$ cat src/rtl/shr_pkg.sv
// Shared types and defaults for the shift-register serializer.
package shr_pkg;

  typedef enum logic [1:0] {
    IDLE  = 2'd0,
    SHIFT = 2'd1,
    DONE  = 2'd2
  } state_t;

  localparam int unsigned SHR_W = 8;

endpackage

$ cat src/rtl/shr_reg.sv
// W-bit load / logical-shift-right register; shift takes priority over load.
module shr_reg
  import shr_pkg::*;
#(
  parameter int unsigned W = SHR_W
) (
  input  logic         clk,
  input  logic         rst,
  input  logic         ld,
  input  logic         sh,
  input  logic [W-1:0] data_in,
  output logic [W-1:0] data_out
);

  logic [W-1:0] data_q, data_d;

  always_comb begin
    data_d = data_q;
    if (sh) begin
      data_d = {1'b0, data_q[W-1:1]};
    end else if (ld) begin
      data_d = data_in;
    end
  end

  always_ff @(posedge clk) begin
    if (rst) begin
      data_q <= '0;
    end else begin
      data_q <= data_d;
    end
  end

  assign data_out = data_q;

endmodule

$ cat src/rtl/shr_serializer.sv
// Serializes W-bit words LSB-first with a start/ready input handshake and
// valid/ready backpressure on the bit stream; pulses done after the last bit.
module shr_serializer
  import shr_pkg::*;
#(
  parameter int unsigned W = SHR_W
) (
  input  logic         clk,
  input  logic         rst,
  input  logic         start,
  input  logic [W-1:0] data_in,
  input  logic         s_ready,
  output logic         ready,
  output logic         s_out,
  output logic         s_valid,
  output logic         done
);

  localparam int unsigned CW = $clog2(W + 1);

  state_t        state_q, state_d;
  logic [CW-1:0] cnt_q, cnt_d;
  logic          ld, sh;
  logic [W-1:0]  reg_data;

  shr_reg #(.W(W)) u_reg (
    .clk      (clk),
    .rst      (rst),
    .ld       (ld),
    .sh       (sh),
    .data_in  (data_in),
    .data_out (reg_data)
  );

  always_comb begin
    state_d = state_q;
    cnt_d   = cnt_q;
    ld      = 1'b0;
    sh      = 1'b0;
    case (state_q)
      IDLE: begin
        if (start) begin
          ld      = 1'b1;
          cnt_d   = '0;
          state_d = SHIFT;
        end
      end
      SHIFT: begin
        if (s_ready) begin
          sh    = 1'b1;
          cnt_d = cnt_q + CW'(1);
          if (cnt_q == CW'(W - 1)) begin
            state_d = DONE;
          end
        end
      end
      DONE:    state_d = IDLE;
      default: state_d = IDLE;
    endcase
  end

  always_ff @(posedge clk) begin
    if (rst) begin
      state_q <= IDLE;
      cnt_q   <= '0;
    end else begin
      state_q <= state_d;
      cnt_q   <= cnt_d;
    end
  end

  assign ready   = (state_q == IDLE);
  assign s_valid = (state_q == SHIFT);
  assign s_out   = s_valid & reg_data[0];
  assign done    = (state_q == DONE);

  a_ld_sh_exclusive: assert property (@(posedge clk) disable iff (rst) !(ld && sh));
  a_cnt_range: assert property (@(posedge clk) disable iff (rst)
    (state_q == SHIFT) |-> (cnt_q <= CW'(W - 1)));
  // Zero fill means a fully shifted word leaves the register empty.
  a_reg_drained: assert property (@(posedge clk) disable iff (rst)
    (state_q == DONE) |-> (reg_data == '0));

endmodule

$ cat config.mk
export PLATFORM = sky130hd
export DESIGN_NAME = shr_serializer
export DESIGN_NICKNAME = d
export VERILOG_FILES = /design/src/rtl/shr_pkg.sv /design/src/rtl/shr_reg.sv /design/src/rtl/shr_serializer.sv
export SDC_FILE = /design/constraint.sdc
export NUM_CORES = 1
export LEC_CHECK = 0
export ABC_AREA = 1
export ABC_CLOCK_PERIOD_IN_PS = 1200
export BUFFER_PORTS_ARGS = -buffer_cell sky130_fd_sc_hd__buf_2
export CAP_MARGIN = 5
export CORE_MARGIN = 10
export CORE_UTILIZATION = 50
export DETAILED_ROUTE_END_ITERATION = 7
export GPL_ROUTABILITY_DRIVEN = 0
export PLACE_DENSITY = 0.75
export SYNTH_ARGS = -nofsm -noshare
export SYNTH_HDL_FRONTEND = slang
export SYNTH_HIERARCHICAL = 1
export SYNTH_SLANG_ARGS = --single-unit
$ cat constraint.sdc
create_clock -name clk -period 1.2 [get_ports clk]
set_input_delay 0.06 -clock clk [delete_from_list [all_inputs] [get_ports clk]]
set_output_delay 0.06 -clock clk [all_outputs]
set_load 0.02 [all_outputs]
== Word-level counts from Yosys, hierarchy flattened ==
Index checks and enable logic that the tools add are counted.

* Flip-flop bits (word level): 14
* Input bits: 12
* Output and inout port bits: 4
* Word-level logic and storage cells: 31

* Add/sub/neg operators: 1
* Equality and inequality tests: 6
* Mux-type cells: 13
* Bitwise gates (word level): 1
* Reductions and logical operators: 6

{| class="wikitable"
|+ Operators by type and width
! operator !! number
|-
| 7-bit two-way mux || 2
|-
| 4-bit two-way mux || 2
|-
| 4-bit case mux with 2 select lines || 1
|-
| 2-bit two-way mux || 3
|-
| 3-bit AND reduction || 2
|-
| 4-bit by 1-bit adder with 4-bit output, second input constant || 1
|-
| 4-bit by 3-bit equality test with 1-bit output, second input constant || 1
|-
| 1-bit two-way mux || 4
|-
| 2-bit inequality test, second input constant || 2
|-
| 2-bit case mux with 2 select lines || 1
|-
| 2-bit nonzero test || 2
|-
| 2-bit by 1-bit equality test with 1-bit output, second input constant || 1
|-
| 2-bit equality test, second input constant || 1
|-
| 2-bit zero test || 1
|-
| 2-bit by 1-bit inequality test with 1-bit output, second input constant || 1
|-
| 2-bit OR reduction || 1
|-
| 1-bit bitwise AND || 1
|}

== Depth between registers and ports, before layout ==
Gate-level depths: netlist of the first run.

* Depth in word-level cells: 4
* Depth in mapped cells: 8
* Gate-level depth less buffers: 7

== Modules after synthesis ==
Netlist of the first run, hierarchy kept.

{| class="wikitable"
|+ Modules (own cells, without submodules)
! module !! instances !! cells an instance !! area an instance (um2) !! sequential area each (um2)
|-
| shr_reg || 1 || 60 || 386.6 || 160.2
|-
| shr_serializer || 1 || 44 || 297.8 || 120.1
|}

== Least setup slack after synthesis of the first run ==
OpenSTA, ideal clock, no wires.

* Path type: register -> register
* From: register state_q[0]
* To: register u_reg.data_q[0], in the netlist u_reg/data_out[0]
* Library setup time: 113 ps
* Arrival: 1121 ps
* Data required time: 1087 ps
* Slack: -34 ps
* Cell stages (with the launch flop): 7
* Path buffers: 0
* Clock period less this slack: 1234 ps
* Cells stage by stage: dfxtp_1 nor2_2 nand2_2 inv_1 nand2_2 nor2_1 nor2_1

* Word-level cells in the longest chain between the ends: 3
* Elaborated cells between the ends (all ways): 6
* Those cells by class: eq/ne (1); mux (3); reduce/logical (2)

{| class="wikitable"
|+ Ends and longest elaborated chain
! what !! line !! text
|-
| start, declared || shr_serializer.sv:21 || <nowiki>state_t state_q, state_d;</nowiki>
|-
| start signal, assigned || shr_serializer.sv:67 || <nowiki>state_q <= state_d;</nowiki>
|-
| 2-bit zero test || -- ||
|-
| net ready || shr_serializer.sv:13 || <nowiki>output logic ready,</nowiki>
|-
| 1-bit two-way mux || shr_serializer.sv:40 || <nowiki>case (state_q)</nowiki>
|-
| net ld || shr_serializer.sv:23 || <nowiki>logic ld, sh;</nowiki>
|-
| 2-bit nonzero test (no line) || -- ||
|-
| end signal, assigned || shr_reg.sv:30 || <nowiki>data_q <= data_d;</nowiki>
|-
| end, declared || shr_reg.sv:15 || <nowiki>logic [W-1:0] data_q, data_d;</nowiki>
|}

The timed path passes the listed nets, and every way through them passes these cells.
A chain may end at the register's enable or synchronous reset.

== Worst setup path in the final report of the first run ==
* From: register state_q[0]
* To: output port s_out

* Word-level cells in the longest chain between the ends: 2

{| class="wikitable"
|+ Ends and longest elaborated chain
! what !! line !! text
|-
| 2-bit by 1-bit equality test with 1-bit output || shr_serializer.sv:73 || <nowiki>assign s_valid = (state_q == SHIFT);</nowiki>
|-
| 1-bit bitwise AND || shr_serializer.sv:74 || <nowiki>assign s_out = s_valid & reg_data[0];</nowiki>
|-
| end, declared || shr_serializer.sv:14 || <nowiki>output logic s_out,</nowiki>
|}

Every way passes these cells.

==> results of run 1 <==
==> report_power, final <==
part	total [mW]	switching, mW	internal [mW]
combinational	0.234	0.143	0.0912
sequential	0.518	0.0166	0.502
clock	0.257	0.141	0.116
==> layout make-up <==
cell class / count / area [um^2]
multi-input cells: 71 / 334.1
flip-flops and latches: 14 / 285.3
repair buffers: 20 / 117.6
clock buffers: 3 / 22.52
fillers: 117 / 456.7
well taps: 15 / 18.77
inverters: 17 / 66.31
==> through the flow <==
| step | instances | cell area (um^2) |
|---|---|---|
| after floorplan | 104 | 686.9 |
| after global placement | 136 | 794.5 |
| after detailed placement | 136 | 794.5 |
| after CTS | 139 | 817.0 |
| after global routing | 140 | 844.6 |
| final | 140 | 844.6 |
==> what timing repair did <==
action,4_1_cts,5_1_grt
endpoints found under the hold margin,0,1
setup buffers,0,0
resized for setup,2,8
endpoints found under the setup margin,7,10
pin swaps,0,1
hold buffers,0,1
cloned,0,0
==> per-layer routing <==
metal | vias up | part of all wire [%] | routed length [um] | global-route usage, %
li1 | 361 | - | - | -
met1 | 274 | 48 | 690 | 10.89
met2 | 16 | 45 | 648 | 13.95
met3 | 2 | 5.9 | 85 | 4.204
met4 | 0 | 0.90 | 13 | 5.034
met5 | - | 0 | 0 | 0
==> cells by family (layout without fill, tap and decap cells) <==
family,Yosys count,count (layout)
and+or+nand+nor,58,58
buffers and inverters,19,40
DFF,14,14
AOI/OAI and AO/OA,12,12
adders and majority gates,1,1
==> state kept, by name, indices dropped and copies added (netlist names) <==
signal          flops
cnt_q               4
state_q             2
u_reg/data_out      8
==> cells in the mapped netlist <==
library cell	count	area (um^2)
nand2_2	2	12.51
nor3_1	1	5.000
nand4_1	2	12.51
inv_1	13	48.80
nor2_4	1	11.26
o21ai_0	1	5.000
or2_0	1	6.260
buf_6	1	11.26
nand3_1	4	20.02
nor2_2	2	12.51
ha_1	1	12.51
clkbuf_2	1	5.000
nor2_1	23	86.33
dfxtp_1	14	280.3
and3_1	1	6.260
nand2_1	21	78.83
a21oi_1	11	55.05
inv_2	4	15.01
==> path summary, 6_finish.rpt <==
kind,end,cells after the start,startpoint
setup / recovery,s_out,5,state_q[0]
hold / removal,u_reg/data_out[4],3,data_in[4]
hold reg to reg,u_reg/data_out[6],4,u_reg/data_out[6]
setup reg to reg,cnt_q[3],7,state_q[0]
==> critical path, delay by kind of cell (launching register included) <==
kind          cells  cell delay, ns
buf+inv           3            0.25
flops             1            0.37
simple gates      2            0.19
==> summary.md, run 1 <==
| Metric | Value |
|---|---|
| Status | completed |
| H-tree levels | 1 |
| Share of synthesized area spent on multiplexers | 0% |
| Gr ovfl total | 0 |
| Slowest cell delay on critical path | 0.37 ns |
| Pre-CTS setup slack | -0.01173 ns |
| Slew of the pin with the lowest slew margin | 0.2269 ns |
| #FFs+latches synth | 14 |
| Mapped Cells | 104 |
| Largest net degree at the start of global routing | 14 |
| Die Y-Extent | 57.00 um |
| Vias per inst | 4.664 |
| Min Tclk post-route | 1.128 ns |
| Syn Area/Cell | 6.581 um^2 |
| Synth cell types | 18 |
| Routed WL | 1437 um |
| CTS Root Cell | clkbuf_4 |
| Cell area after synthesis | 684.4 um^2 |
| Top cell by count, worst path | nor2_2 |
| Final setup TNS | 0 ns |
| Die Area | 0.003248 mm^2 |
| DR WL/cell | around 10 um |
| Vias in the first global route | 621 |
| Clk sinks | 14 |
| Port bufs | 15 |
| Syn Nets | 117 |
| I/O pins | 16 |
| CP Launch Type | flop |
| Hold_ws | around 0.010 ns |
| CTS Buffer Depth | 2 |
| Ratio of cells with drive above 1 in the final layout | 30.40% |
| RSZ-0062 raised after global routing | yes |
| Layout net count | 140 |
| Worst R2R Setup Slack | 0.09 ns |
| Largest family of logic cells by synthesized area | simple AND/OR/NAND/NOR gates |
| Fin. max-slew vios | 0 |
| Ant diodes | 0 |
| Clk slew on worst S/H paths | about 0.080 ns |
| Setup violators final | 0 |
| Total track usage | approximately a tenth |
| CTS tree | built |
| Area growth, synth to finish | 23.40% |
| ANT nets after route | 0 |
| DR pass1 iterations | 4 |
| Endpoints failing hold | 0 |
| CP Capture Type | primary output |
| Synth Area in Simple Gates | 36.75% |
| Post-synthesis xor/xnor area fraction | 0% |
| Final cell utilization of the core | 64.90% |
| DRC Markers | 0 |
| Synth Area in Compound Gates | 8.775% |
| Initial antenna violation count | 0 |
| Num rows | 13 |
| Worst EP required | 1.14 ns |
| Final HPWL from detailed placement | 1140 um |
| Peak VDD IR | 636.8 uV |
| Fmax | between 800 and 900 MHz |
| Die width | 57.00 um |
| Initial Util | between 50% and 60% |
| Worst skew pair latency | roughly 0.27 ns |
| Yosys warnings | 6 |
| Relative slew slack | 84.87% |
| CP Max Fanout | 4 |
| Max-cap viol count | 0 |
| Lkg Pwr | between 0.4 and 0.5 nW |
| Worst path cell trace | inv_1, nor2_2, inv_2, nor2_2, buf_4 |
| Critical path class | flop to primary output |
| First-pass GRT wire length | 2511 um |
| Clk_skew | 0.003301 ns |
| Sequential fraction of the synthesis area | approximately two fifths |
| Arrival @ worst endpoint | 1.07 ns |
| Initial DRC Count | 19 |
| Vias after detailed routing | about 650 |
| Final period util | 93.97% |
| Final WS setup | 0.07239 ns |
| Power consumption | around 1.0 mW |
| Post-Synth Adder-Cell Area | 1.828% |
| CTS buffer count | 3 |
| Hold/Removal Path Class | input port to flop |
| Commonest cells after routing, fill and taps aside | 21 x nor2_1, 21 x nand2_1, 14 x buf_2 |
| Slowest-stage cell, CP | dfxtp_4 |
| Core area | 0.001301 mm^2 |
| PwrDens | 1195 mW/mm^2 |
Note: power is estimated with default switching activity, not from simulation.
==> inputs of run 2 (changes only) <==
CORE_MARGIN = not set   (was 10)
==> summary.md, run 2 (synthesized netlist as in run 1, its figures left out) <==
| Metric | Value |
|---|---|
| Die width | 39.00 um |
| Critical path class | flop to primary output |
| Cells after DPL | 134 |
| Clk_skew | about 0.0018 ns |
| Core area | 0.001186 mm^2 |
| Vias in the first global route | 516 |
| Endpoints failing hold | 0 |
| DR WL/cell | 10.44 um |
| CP Launch Type | flop |
| RSZ-0062 raised after global routing | yes |
| Commonest non-fill, non-tap cell in the layout | nor2_1 |
| Lkg Pwr | ~0.42 nW |
| Placed instance area | between 700 and 800 um^2 |
| R2R depth | 7 |
| DRC Markers | 0 |
| Hold_ws | 0.01011 ns |
| Fin. max-slew vios | 0 |
| Max-cap viol count | 0 |
| Vias per inst | 4.827 |
| Ratio of cells with drive above 1 in the final layout | 31.20% |
| Gr ovfl total | 0 |
| Non-Filler Instances | 139 |
| PwrDens | between 1000 and 1500 mW/mm^2 |
| R2r startpoint | state_q[1] |
| H-tree levels | 1 |
| Slew of the pin with the lowest slew margin | approximately 0.22 ns |
| Initial antenna violation count | 0 |
| Arrival @ worst endpoint | 1.09 ns |
| Clk sinks | 14 |
| Commonest cells after routing, fill and taps aside | 22 x nor2_1, 21 x nand2_1, 13 x buf_2 |
| Final period util | 95.43% |
| DR pass1 iterations | 4 |
| CTS Root Cell | clkbuf_4 |
| CTS Buffer Depth | 2 |
| Layout net count | 140 |
| Power consumption | 1.022 mW |
| Initial Util | 57.70% |
| Hold/Removal Path Class | input port to flop |
| ANT nets after route | 0 |
| Num rows | 12 |
| Worst skew pair latency | about 0.27 ns |
| Status | completed |
| Port bufs | 15 |
| Relative slew slack | 85.23% |
| CP Max Fanout | 3 |
| CTS buffer count | 3 |
| Fmax | around 870 MHz |
| CTS tree | built |
| Vias after detailed routing | about 670 |
| Total track usage | 21.18% |
| First-pass GRT wire length | about 2100 um |
| Largest net degree at the start of global routing | 14 |
| Min Tclk post-route | 1.145 ns |
| Final HPWL from detailed placement | 982.8 um |
| Peak VDD IR | ~740 uV |
| Area growth, synth to finish | 25.23% |
| Initial DRC Count | 17 |
| Routed WL | approximately 1500 um |
| I/O pins | 16 |
| Worst EP required | 1.14 ns |
| Number of flip-flops in the largest register | 8 |
| Setup violators final | 0 |
| Die Area | 0.001521 mm^2 |
| Clk slew on worst S/H paths | 0.08 ns |
| Hold_sp | data_in[0] |
| Final cell utilization of the core | 72.26% |
| Post-route cell area | 857.1 um^2 |
| Hold-critical path depth | 3 |
| CP Launch Point | state_q[1] |
| CP Capture Type | primary output |
| Ant diodes | 0 |
| Die Y-Extent | 39.00 um |
run 2: cell types whose count changed in the layout (fill, tap and decap cells not counted), sizes merged:
cell and change:
clkinv +1, inv -1
run 2: power breakdown:
group          internal, mW  switching [mW]
sequential            0.502          0.0189
clock                 0.116           0.150
combinational        0.0918           0.144
total                 0.710           0.313
run 2: worst paths after layout:
kind / to / slack [ns]
worst min-delay path: u_reg/data_out[0] / 0.01
worst max register to register: u_reg/data_out[5] / 0.09
worst max-delay path: s_out / 0.05
worst min register to register: cnt_q[1] / 0.52
run 2: per-stage QoR:
stage | setup TNS, ns | worst slack (ns)
after floorplan | -0.2375 | -0.03393
after global placement | 0 | 0.005910
after global routing | -0.009795 | -0.009419
final | 0 | 0.05483
after detailed placement | -0.2967 | -0.06352
after CTS | 0 | 0.002870
run 2: layout make-up:
class | count | area, um^2
Sequential cell | 14 | 285.3
Inverter | 17 | 71.32
Fill cell | 100 | 329.1
Timing Repair Buffer | 20 | 123.9
Multi-Input combinational cell | 71 | 336.6
Clock buffer | 3 | 22.52
Tap cell | 14 | 17.52
run 2: timing repair:
item                                    CTS  global route
hold buffers                              1             0
cloned                                    0             0
pin swaps                                 0             2
endpoints found under the hold margin     1             0
resized for setup                         4            11
buffers inserted                          1             0
endpoints found under the setup margin   10             9
run 2: critical path, cell delays in order, from the launching register on:
cell and delay (ns):
dfxtp_2 0.34, buf_6 0.11, nor2_4 0.08, inv_2 0.04
nor2_1 0.09, buf_4 0.14
run 2: routing by layer:
layer  routed length, um  vias to the layer above  global-route usage [%]
met2                 646                       20                   29.58
met4                  11                        0                   12.93
met3                  68                        2                   5.202
met5                   0                        -                       0
met1                 725                      286                   28.72
li1                    -                      363                       -
==> inputs of run 3 (changes only) <==
PLACE_DENSITY = 0.76   (was 0.75)
==> summary.md, run 3 (synthesized netlist as in run 1, its figures left out) <==
| Metric | Value |
|---|---|
| Layout net count | 138 |
| I/O pins | 16 |
| Endpoints failing hold | 0 |
| Gr ovfl total | 0 |
| Peak VDD IR | 849.8 uV |
| Clk slew on worst S/H paths | about 0.090 ns |
| Critical path class | flop to primary output |
| Worst EP required | 1.14 ns |
| Slew of the pin with the lowest slew margin | between 0.2 and 0.25 ns |
| Status | completed |
| CTS Root Cell | clkbuf_4 |
| Commonest non-fill, non-tap cell in the layout | nor2_1 |
| R2r startpoint | state_q[0] |
| Vias after detailed routing | about 640 |
| Worst skew pair latency | ~0.28 ns |
| DRC Markers | 0 |
| Num rows | 12 |
| Max-cap viol count | 0 |
| Lkg Pwr | 0.4145 nW |
| Fin. max-slew vios | 0 |
| Ratio of cells with drive above 1 in the final layout | 30.65% |
| Port bufs | 15 |
| Initial antenna violation count | 0 |
| Relative slew slack | 85.13% |
| Routed WL | approximately 1400 um |
| Vias in the first global route | 476 |
| DR pass1 iterations | 4 |
| First-pass GRT wire length | 1952 um |
| Final HPWL from detailed placement | ~900 um |
| Largest net degree at the start of global routing | 14 |
| Min Tclk post-route | approximately 1.1 ns |
| Vias per inst | 4.601 |
| # fillers | 112 |
| Hold/Removal Path Class | input port to flop |
| Clk_skew | 0.008370 ns |
| Clk sinks | 14 |
| CTS Buffer Depth | 2 |
| CP Launch Point | state_q[0] |
| Initial DRC Count | 13 |
| Core area | 0.001186 mm^2 |
| Arrival @ worst endpoint | 1.09 ns |
| Final WS setup | around 0.054 ns |
| DR WL/cell | 9.848 um |
| CP Max Fanout | 5 |
| Ant diodes | 0 |
| Fmax | 872.8 MHz |
| CP Capture Type | primary output |
| CTS tree | built |
| CTS buffer count | 3 |
| H-tree levels | 1 |
| Die Y-Extent | 39.00 um |
| Die Area | 0.001521 mm^2 |
| Final setup TNS | 0 ns |
| Power consumption | 1.078 mW |
| Setup violators final | 0 |
| Pre-CTS setup slack | -0.03466 ns |
| Final period util | 95.48% |
| CP Launch Type | flop |
| Number of flip-flops in the largest register | 8 |
| Initial Util | around 58% |
| Die width | 39.00 um |
| ANT nets after route | 0 |
| Area growth, synth to finish | 23.40% |
| PwrDens | approximately 1300 mW/mm^2 |
| Total track usage | 19.52% |
| Hold_sp | data_in[0] |
| Commonest cells after routing, fill and taps aside | 22 x nor2_1, 21 x nand2_1, 13 x buf_2 |
## run 3: final timing paths
path,depth (start not counted),endpoint,slack [ns]
worst min-delay path,3,u_reg/data_out[0],0.005
worst max register to register,6,u_reg/data_out[1],0.09
worst min register to register,2,cnt_q[1],0.52
worst max-delay path,5,s_out,0.05
## run 3: where the power goes
| group | internal (mW) | leakage, nW | switching [mW] |
|---|---|---|---|
| logic | 0.0823 | 0.277 | 0.138 |
| clock network | 0.184 | 0.0210 | 0.153 |
| registers | 0.502 | 0.116 | 0.0187 |
| total | 0.769 | 0.415 | 0.310 |
## run 3: through the flow
step	util [%]	std cells	hold slack, ns	instance area [um^2]
floorplan	-	104	0.1291	686.9
global placement	65.61	133	0.2843	778.2
detailed placement	65.61	133	0.2857	778.2
CTS	69.62	138	0.003411	825.8
global route	71.20	138	0.008207	844.6
finish	71.20	138	0.004518	844.6
## run 3: per-layer routing
| layer | track usage (%) | part of all wire [%] | up-vias |
|---|---|---|---|
| li1 | - | - | 360 |
| met1 | 29.18 | 54 | 258 |
| met2 | 24.58 | 41 | 15 |
| met3 | 3.468 | 4.2 | 2 |
| met4 | 12.93 | 0.74 | 0 |
| met5 | 0 | 0 | - |
## run 3: worst max-delay path, stage by stage, from the launching register on
cell and delay (ns):
dfxtp_4 0.39, inv_1 0.05, nor2_2 0.10, inv_2 0.05
nor2_1 0.08, buf_4 0.14
## run 3: repair_timing
item,in CTS,in global routing
cloned,0,0
setup endpoints to repair,9,11
pin swaps,0,1
hold buffers,1,0
hold endpoints to repair,1,0
gates resized for setup,2,10
buffers inserted,0,0
## run 3: area by class of cell
type                    count  area, um^2  share of cell area, %
multi-input cells          71       331.6                  39.26
flip-flops and latches     14       285.3                  33.78
repair buffers             18       105.1                  12.44
inverters                  17       68.82                  8.148
clock buffers               4       36.28                  4.296
well taps                  14       17.52                  2.074
